--- src/rtl/sys_array_ctrl_if.sv ---
// Bundle of job, input-stream, array and result signals around the systolic array sequencer.
// master is the sequencer's view; slave is the host/array side.
interface sys_array_ctrl_if #(
  parameter int DATA_WIDTH = 8,
  parameter int ARRAY_A_L  = 4,
  parameter int ARRAY_W_L  = 4,
  parameter int CNT_W      = 16
);
  logic                                       start;
  logic [CNT_W-1:0]                           num_vec;
  logic                                       in_valid;
  logic                                       in_ready;
  logic [ARRAY_A_L-1:0][DATA_WIDTH-1:0]       in_data;
  logic                                       arr_weights_load;
  logic [ARRAY_A_L-1:0][DATA_WIDTH-1:0]       arr_input_data;
  logic [ARRAY_W_L-1:0][2*DATA_WIDTH-1:0]     arr_output_data;
  logic                                       out_valid;
  logic [ARRAY_W_L-1:0][2*DATA_WIDTH-1:0]     out_data;
  logic                                       busy;
  logic                                       done;

  modport master (
    input  start, num_vec, in_valid, in_data, arr_output_data,
    output in_ready, arr_weights_load, arr_input_data, out_valid, out_data, busy, done
  );

  modport slave (
    output start, num_vec, in_valid, in_data, arr_output_data,
    input  in_ready, arr_weights_load, arr_input_data, out_valid, out_data, busy, done
  );
endinterface

--- src/rtl/sys_array_ctrl.sv ---
// Weight-stationary systolic array sequencer: weight-load strobe, input skew,
// valid tagging and output deskew into one aligned result word per accepted vector.
module sys_array_ctrl #(
  parameter int DATA_WIDTH = 8,
  parameter int ARRAY_A_L  = 4,
  parameter int ARRAY_W_L  = 4,
  parameter int PIPE_LAT   = 5,
  parameter int CNT_W      = 16
) (
  input  logic              clk,
  input  logic              reset,
  sys_array_ctrl_if.master  bus
);

  localparam int RW    = 2 * DATA_WIDTH;
  localparam int L_TOT = PIPE_LAT + ARRAY_W_L;

  typedef enum logic [2:0] {
    S_IDLE,
    S_LOAD,
    S_FEED,
    S_DRAIN,
    S_DONE
  } state_t;

  state_t                              r_state;
  logic                                r_in_ready;
  logic                                r_wload;
  logic                                r_busy;
  logic                                r_done;
  logic [CNT_W-1:0]                    r_num_vec;
  logic [CNT_W-1:0]                    r_cnt;
  logic [L_TOT-1:0]                    r_tag;
  logic [ARRAY_W_L-1:0][RW-1:0]        r_out_data;

  logic                                w_accept;
  logic [ARRAY_A_L-1:0][DATA_WIDTH-1:0] w_feed_vec;
  logic [ARRAY_A_L-1:0][DATA_WIDTH-1:0] w_arr_in;
  logic [ARRAY_W_L-1:0][RW-1:0]        w_aligned;

  // in_ready is only ever high in FEED, so it alone qualifies a transfer.
  assign w_accept   = r_in_ready && bus.in_valid;
  assign w_feed_vec = w_accept ? bus.in_data : '0;

  always_ff @(posedge clk) begin
    if (reset) begin
      r_state    <= S_IDLE;
      r_in_ready <= 1'b0;
      r_wload    <= 1'b0;
      r_busy     <= 1'b0;
      r_done     <= 1'b0;
      r_num_vec  <= '0;
      r_cnt      <= '0;
    end else begin
      r_wload <= 1'b0;
      r_done  <= 1'b0;
      case (r_state)
        S_IDLE: begin
          if (bus.start) begin
            r_num_vec <= bus.num_vec;
            r_cnt     <= '0;
            r_wload   <= 1'b1;
            r_busy    <= 1'b1;
            r_state   <= S_LOAD;
          end
        end
        S_LOAD: begin
          if (r_num_vec != '0) begin
            r_in_ready <= 1'b1;
            r_state    <= S_FEED;
          end else begin
            r_done  <= 1'b1;
            r_busy  <= 1'b0;
            r_state <= S_DONE;
          end
        end
        S_FEED: begin
          if (w_accept) begin
            r_cnt <= r_cnt + CNT_W'(1);
            // Compare against num_vec-1 so a full-range count never wraps.
            if (r_cnt == r_num_vec - CNT_W'(1)) begin
              r_in_ready <= 1'b0;
              r_state    <= S_DRAIN;
            end
          end
        end
        S_DRAIN: begin
          // Only the oldest tag may remain: it is producing out_valid right now.
          if (r_tag[L_TOT-2:0] == '0) begin
            r_done  <= 1'b1;
            r_busy  <= 1'b0;
            r_state <= S_DONE;
          end
        end
        S_DONE: begin
          r_state <= S_IDLE;
        end
        default: begin
          r_state <= S_IDLE;
        end
      endcase
    end
  end

  always_ff @(posedge clk) begin
    if (reset) begin
      r_tag <= '0;
    end else begin
      r_tag <= {r_tag[L_TOT-2:0], w_accept};
    end
  end

  genvar gi;

  // Lane k passes through k+1 registers so the array sees the diagonal wavefront.
  generate
    for (gi = 0; gi < ARRAY_A_L; gi++) begin : g_skew
      logic [DATA_WIDTH-1:0] r_pipe [0:gi];

      always_ff @(posedge clk) begin
        if (reset) begin
          for (int j = 0; j <= gi; j++) begin
            r_pipe[j] <= '0;
          end
        end else begin
          r_pipe[0] <= w_feed_vec[gi];
          for (int j = 1; j <= gi; j++) begin
            r_pipe[j] <= r_pipe[j-1];
          end
        end
      end

      assign w_arr_in[gi] = r_pipe[gi];
    end
  endgenerate

  assign bus.arr_input_data = w_arr_in;

  // Column t finishes t cycles after column 0, so it is held back ARRAY_W_L-1-t cycles.
  generate
    for (gi = 0; gi < ARRAY_W_L; gi++) begin : g_deskew
      localparam int D = ARRAY_W_L - 1 - gi;
      if (D == 0) begin : g_direct
        assign w_aligned[gi] = bus.arr_output_data[gi];
      end else begin : g_delay
        logic [RW-1:0] r_dly [0:D-1];

        always_ff @(posedge clk) begin
          if (reset) begin
            for (int j = 0; j < D; j++) begin
              r_dly[j] <= '0;
            end
          end else begin
            r_dly[0] <= bus.arr_output_data[gi];
            for (int j = 1; j < D; j++) begin
              r_dly[j] <= r_dly[j-1];
            end
          end
        end

        assign w_aligned[gi] = r_dly[D-1];
      end
    end
  endgenerate

  // Words without a valid tag are zeroed so bubbles and flushed jobs never leak data.
  always_ff @(posedge clk) begin
    if (reset) begin
      r_out_data <= '0;
    end else begin
      r_out_data <= r_tag[L_TOT-2] ? w_aligned : '0;
    end
  end

  assign bus.in_ready         = r_in_ready;
  assign bus.arr_weights_load = r_wload;
  assign bus.out_valid        = r_tag[L_TOT-1];
  assign bus.out_data         = r_out_data;
  assign bus.busy             = r_busy;
  assign bus.done             = r_done;

endmodule
--- src/flat_wrapper.sv ---
// flat-port wrapper written by rule: the top's interface ports become plain ports
module sys_array_ctrl_flat 
#(
  parameter int DATA_WIDTH = 8,
  parameter int ARRAY_A_L  = 4,
  parameter int ARRAY_W_L  = 4,
  parameter int PIPE_LAT   = 5,
  parameter int CNT_W      = 16
)
  (clk, reset, bus_start, bus_num_vec, bus_in_valid, bus_in_data, bus_arr_output_data, bus_in_ready, bus_arr_weights_load, bus_arr_input_data, bus_out_valid, bus_out_data, bus_busy, bus_done);
  sys_array_ctrl_if #(.DATA_WIDTH(DATA_WIDTH), .ARRAY_A_L(ARRAY_A_L), .ARRAY_W_L(ARRAY_W_L), .CNT_W(CNT_W)) bus_i ();
  input  logic clk;
  input  logic reset;
  input wire logic [$bits(bus_i.start)-1:0] bus_start;
  input wire logic [$bits(bus_i.num_vec)-1:0] bus_num_vec;
  input wire logic [$bits(bus_i.in_valid)-1:0] bus_in_valid;
  input wire logic [$bits(bus_i.in_data)-1:0] bus_in_data;
  input wire logic [$bits(bus_i.arr_output_data)-1:0] bus_arr_output_data;
  output wire logic [$bits(bus_i.in_ready)-1:0] bus_in_ready;
  output wire logic [$bits(bus_i.arr_weights_load)-1:0] bus_arr_weights_load;
  output wire logic [$bits(bus_i.arr_input_data)-1:0] bus_arr_input_data;
  output wire logic [$bits(bus_i.out_valid)-1:0] bus_out_valid;
  output wire logic [$bits(bus_i.out_data)-1:0] bus_out_data;
  output wire logic [$bits(bus_i.busy)-1:0] bus_busy;
  output wire logic [$bits(bus_i.done)-1:0] bus_done;
  assign bus_i.start = bus_start;
  assign bus_i.num_vec = bus_num_vec;
  assign bus_i.in_valid = bus_in_valid;
  assign bus_i.in_data = bus_in_data;
  assign bus_i.arr_output_data = bus_arr_output_data;
  assign bus_in_ready = bus_i.in_ready;
  assign bus_arr_weights_load = bus_i.arr_weights_load;
  assign bus_arr_input_data = bus_i.arr_input_data;
  assign bus_out_valid = bus_i.out_valid;
  assign bus_out_data = bus_i.out_data;
  assign bus_busy = bus_i.busy;
  assign bus_done = bus_i.done;
  sys_array_ctrl #(.DATA_WIDTH(DATA_WIDTH), .ARRAY_A_L(ARRAY_A_L), .ARRAY_W_L(ARRAY_W_L), .PIPE_LAT(PIPE_LAT), .CNT_W(CNT_W)) u_core (.clk(clk), .reset(reset), .bus(bus_i));
endmodule
--- config.mk ---
export PLATFORM = sky130hd
export DESIGN_NAME = sys_array_ctrl_flat
export DESIGN_NICKNAME = d
export VERILOG_FILES = /design/src/rtl/sys_array_ctrl_if.sv /design/src/rtl/sys_array_ctrl.sv /design/src/flat_wrapper.sv
export SDC_FILE = /design/constraint.sdc
export NUM_CORES = 1
export LEC_CHECK = 0
export ABC_AREA = 1
export CORE_MARGIN = 10
export CORE_UTILIZATION = 53
export CTS_BUF_LIST = sky130_fd_sc_hd__clkbuf_16
export CTS_CLUSTER_SIZE = 8
export DETAILED_ROUTE_END_ITERATION = 10
export GPL_TIMING_DRIVEN = 1
export PLACE_DENSITY = 0.84
export SLEW_MARGIN = 20
export SYNTH_ARGS = -nofsm -noshare
export SYNTH_HDL_FRONTEND = slang
export SYNTH_SLANG_ARGS = --single-unit
--- constraint.sdc ---
create_clock -name clk -period 4.9 [get_ports clk]
set_clock_uncertainty 0.1 [all_clocks]
set_input_delay 0.735 -clock clk [delete_from_list [all_inputs] [get_ports clk]]
set_output_delay 0.735 -clock clk [all_outputs]
set_load 0.01 [all_outputs]
Word-level counts from Yosys, hierarchy flattened
Memory sizes are Yosys's and may differ from the RTL's. A register that Yosys moved wholly into a read port is not among the register bits.
Index checks and enable logic that the tools add are counted.
- bits in registers: 64
- bits in latches: 0
- bits in writable memories: 176
- bits in read-only memories: 0
- memories kept: 7
- memory list (name ; words ; bits a word ; read ports ; clocked after memory_dff ; write ports ; line ; RTL):
    u_core.g_deskew[0].g_delay.r_dly ; 3 ; 16 ; 3 ; 1 ; 3 ; sys_array_ctrl.sv:146 ; logic [RW-1:0] r_dly [0:D-1];
    u_core.g_deskew[1].g_delay.r_dly ; 2 ; 16 ; 2 ; 1 ; 2 ; sys_array_ctrl.sv:146 ;
    u_core.g_skew[3].r_pipe ; 4 ; 8 ; 4 ; 0 ; 4 ; sys_array_ctrl.sv:118 ; logic [DATA_WIDTH-1:0] r_pipe [0:gi];
    u_core.g_skew[2].r_pipe ; 3 ; 8 ; 3 ; 0 ; 3 ; sys_array_ctrl.sv:118 ;
    u_core.g_deskew[2].g_delay.r_dly ; 1 ; 16 ; 1 ; 1 ; 1 ; sys_array_ctrl.sv:146 ;
    u_core.g_skew[1].r_pipe ; 2 ; 8 ; 2 ; 0 ; 2 ; sys_array_ctrl.sv:118 ;
    1 more memories ; n/a ; n/a ; n/a ; n/a ; n/a ; n/a ;
- add/sub/neg operators: 2
- $mul: 0
- divide/modulo/power cells: 0
- magnitude comparators: 0
- equal/unequal tests: 10
- shift-type cells: 0
- mux-type cells: 43
- bitwise operators: 16
- reductions and logical operators: 16
- operators by type and width (operator ; count):
    16-bit 2-to-1 mux ; 8
    8-bit 2-to-1 mux ; 10
    32-bit 2-to-1 mux ; 1
    16-bit case mux with 2 select lines ; 1
    16-bit by 1-bit adder with 16-bit output, second input constant ; 1
    16-bit == test ; 1
    16-bit nonzero test ; 1
    16-bit OR reduction ; 1
    16-bit by 1-bit subtractor with 16-bit output, second input constant ; 1
    3-bit 2-to-1 mux ; 5
    1-bit 2-to-1 mux ; 14
    1-bit bitwise OR ; 14
    3-bit case mux with 4 select lines ; 1
    4-bit AND reduction ; 3
    8-bit logical NOT ; 1
    2-bit by 1-bit != test with 1-bit output, second input constant ; 4
    8-bit OR reduction ; 1
    3-bit by 2-bit == test with 1-bit output, second input constant ; 2
    2-bit != test, second input constant ; 2
    1-bit case mux with 2 select lines ; 2
    2-bit nonzero test ; 2
    2-bit OR reduction ; 2
    3-bit by 1-bit == test with 1-bit output, second input constant ; 1
    3-bit logical NOT ; 1
    6 further kinds ; 7

Longest topological paths before layout
- depth after elaboration: 5
- depth in mapped cells: 14
- gate-level depth less buffers: 14

Worst setup path after synthesis
Ideal clock, no wire load.
- kind: input -> register
- start point: input port bus_in_valid
- end point: register u_core.r_cnt[11]
- arrival: 1.646 ns
- required time: 4.679 ns
- setup slack: 3.033 ns
- stages: 9
- cell sequence: nand2_1 > nor2_4 > nor2_4 > nor2_4 > nand3_2 > nor3_2 > inv_2 > o21ai_1 > a21oi_2
- cells in the longest elaborated chain, start to end: 3
- ends and longest elaborated chain (what ; line ; RTL):
    start: declaration ; flat_wrapper.sv:16 ; input wire logic [$bits(bus_i.in_valid)-1:0] bus_in_valid;
    1-bit logical AND ; sys_array_ctrl.sv:42 ; assign w_accept = r_in_ready && bus.in_valid;
    2-bit by 1-bit != test with 1-bit output (no line) ; n/a ;
    3-bit AND reduction (no line) ; n/a ;
    end signal: assignment ; sys_array_ctrl.sv:79 ; r_cnt <= r_cnt + CNT_W'(1);
    end: declaration ; sys_array_ctrl.sv:32 ; logic [CNT_W-1:0] r_cnt;
Every way passes these cells.
A chain may end at the register's enable or synchronous reset.

==> metrics <==
power per cell area 442 mW/mm²; # setup viols final 0; Yosys top cell area share 0.608; commonest non-fill, non-tap cell in the layout inv_1; HPWL after detailed placement 15500 µm; post-route DRC violation count 0; Root Driver clkbuf_16; f_max 422 MHz; clock tree buffer depth 3; Core ar. 0.0174 mm²; final-report max-slew violation count 0; RSZ-0062 raised after global routing no; Final period util 0.483; Avg Cell Area, Syn 8.24 µm²; vias in the first global route 6988; chip height 154 µm; CTS buffer count 41; setup repair bufs after CTS 0; die width 154 µm; nets 1481; row cnt 48; gr usage total 0.182; status finished, final reports clean; Buf+Inv Stages, Crit Path 3; die area 0.0236 mm²; CTS tree built; Pleak 5.64 nW; critical path fanouts, max 81; cell mode on critical path inv_1; slew margin rel. 0.356; antenna violations before repair 2; Mapped Area 0.00948 mm²; Layout fillers 1226; initial DRC count 314; drt pass-1 iters 4; Critical Path Source Type input port; arrival time of the worst setup path 2.66 ns; Crit. End Element flop; Syn Inst Count 1151; worst vdd ir 0.326 mV; Synth Register Bits 288; Netlist cell types 38; Vias/cell 4.48; routability cong. 0.913; PortBufs 216; main area contributors after synthesis dfxtp_1 (61%), inv_1 (12%), nor2_1 (11%), nand2_1 (4.2%), buf_4 (1.3%); commonest cells after routing, fill and taps aside inv_1 (296), dfxtp_1 (288), nor2_1 (277), clkdlybuf4s50_1 (215), nand2_1 (106); Syn. warnings 0; CTS Hold Buffers Added 0; wire per inst 14.1 µm; Slowest cell on crit path buf_4; Area growth syn-to-layout 34.7%; cell family with most CP delay buffers and inverters; Clock transition at path regs 0.05 ns; fraction of layout cells with a size suffix above 1 0.0594; antenna violation net count after detailed routing 0; Max Cap Viol 0; fin area 0.0128 mm²; biggest area consumer among synthesized cells dfxtp_1; I/O pin count 217; hold crit path type reg2reg; final wirelength 22400 µm; first-pass GRT wire length 35300 µm; total gr overflow 0; final count of hold timing violations 0; min cycle time layout 2.37 ns; Area after DPL 0.0117 mm²; Largest stage delay, worst path 0.58 ns; setup tns final 0 ns; crit path kind in2reg; Crit path required time 5.20 ns; Starting Density 0.544; Sink Count 288; sequential share of the synthesized area 0.608; H-tree depth 2; vias after detailed routing 7120; pin count of the biggest net entering global routing 83; post-cts gate resize count 0; worst-skew pair later-pin latency 0.52 ns; Worst-Margin Slew 0.960 ns; crit-path cells buf_4 -> inv_1 -> nand2_1 -> inv_1 -> o21ai_1 -> a21oi_2; syn nets 1270
==> report_power, final <==
part / leakage [nW] / internal, mW / switching [mW] / total [mW]
Combinational: 2.76 / 0.299 / 0.424 / 0.723
Sequential: 2.34 / 2.46 / 0.0643 / 2.52
Clock: 0.530 / 1.48 / 0.925 / 2.40
Total: 5.64 / 4.23 / 1.41 / 5.65
==> registers in the layout, indices dropped and copies added (netlist names) <==
register                       cells
u_core.bus.busy                    1
u_core.bus.in_ready                1
u_core.r_tag                       9
u_core.bus.out_data               64
u_core.bus.arr_weights_load        1
u_core.r_num_vec                  16
u_core.r_cnt                      16
u_core.g_skew.r_pipe              80
u_core.r_state                     3
u_core.g_deskew.g_delay.r_dly     96
u_core.bus.done                    1
==> Yosys cell counts, drive strengths merged <==
cell    count
a22o        3
nor2      297
dfxtp     288
nor3b       1
a21boi      1
o21ai      20
ha          3
clkbuf     27
and2        1
nand4      12
a21oi      17
xor2        5
nor4        1
a311o       1
nand3b      1
xnor2       9
nand2     113
buf        22
nor3        9
o211ai      1
o21bai      1
nand3      16
a211oi      2
inv       299
a31oi       1
==> final timing paths <==
| check | from | slack [ns] | end | cells after the start |
|---|---|---|---|---|
| worst max-delay path | reset | 2.53 | u_core.r_cnt[11]$_SDFFE_PP0P_ | 6 |
| worst min-delay path | u_core.g_skew[1].r_pipe[0][1]$_SDFF_PP0_ | 0.29 | u_core.g_skew[1].r_pipe[0][9]$_SDFF_PP0_ | 2 |
| worst max register to register | u_core.r_state[2]$_SDFFE_PP0P_ | 2.84 | u_core.r_cnt[11]$_SDFFE_PP0P_ | 8 |
| worst min register to register | u_core.g_skew[1].r_pipe[0][1]$_SDFF_PP0_ | 0.29 | u_core.g_skew[1].r_pipe[0][9]$_SDFF_PP0_ | 2 |
==> per-stage QoR <==
step           hold slack [ns]  total power, mW  setup slack, ns  cells  utilization
2_1_floorplan            0.288             3.03             3.03   1151            -
3_3_place_gp             0.288             3.24             2.10   1544        0.671
3_5_place_dp             0.292             3.27             2.05   1544        0.671
4_1_cts                  0.295             5.68             2.52   1588        0.733
5_1_grt                  0.310             5.89             2.29   1590        0.733
6_report                 0.292             5.65             2.53   1590        0.733
==> per-layer routing <==
metal,GRT usage,part of all wire
met4,0.0598,0.021
met3,0.0647,0.080
met5,0,0
met2,0.310,0.49
met1,0.209,0.41
==> kinds of logic (layout without fill, tap and decap cells) <==
logic type | count (synthesis) | after routing | share of synthesized area
XOR/XNOR | 14 | 14 | 0.0129
AO/OA/AOI/OAI | 47 | 47 | 0.0292
other | 0 | 2 | 0
flip-flops | 288 | 288 | 0.608
AND/OR/NAND/NOR | 451 | 451 | 0.201
buffers and inverters | 348 | 560 | 0.145
adder cells (fa/ha/maj) | 3 | 3 | 0.00396
==> cell type report <==
type | count | area (µm²) | area share
inverter | 299 | 1120 | 0.0880
antenna | 2 | 5.00 | 0.000392
clock buffer | 41 | 1030 | 0.0803
timing repair buffer | 217 | 2170 | 0.170
sequential | 288 | 5770 | 0.451
multi-input combinational | 515 | 2340 | 0.183
tap | 225 | 282 | 0.0220
clock inverter | 3 | 62.6 | 0.00490
==> worst register-to-register path, stage by stage (launching register included) <==
cell     delay, ns
dfxtp_1       0.34
nor2_2        0.17
nand2_2       0.11
nor2_4        0.13
inv_1         0.09
nand2_1       0.35
inv_1         0.35
o21ai_1       0.23
a21oi_2       0.08
(Power assumes the default switching activity.)
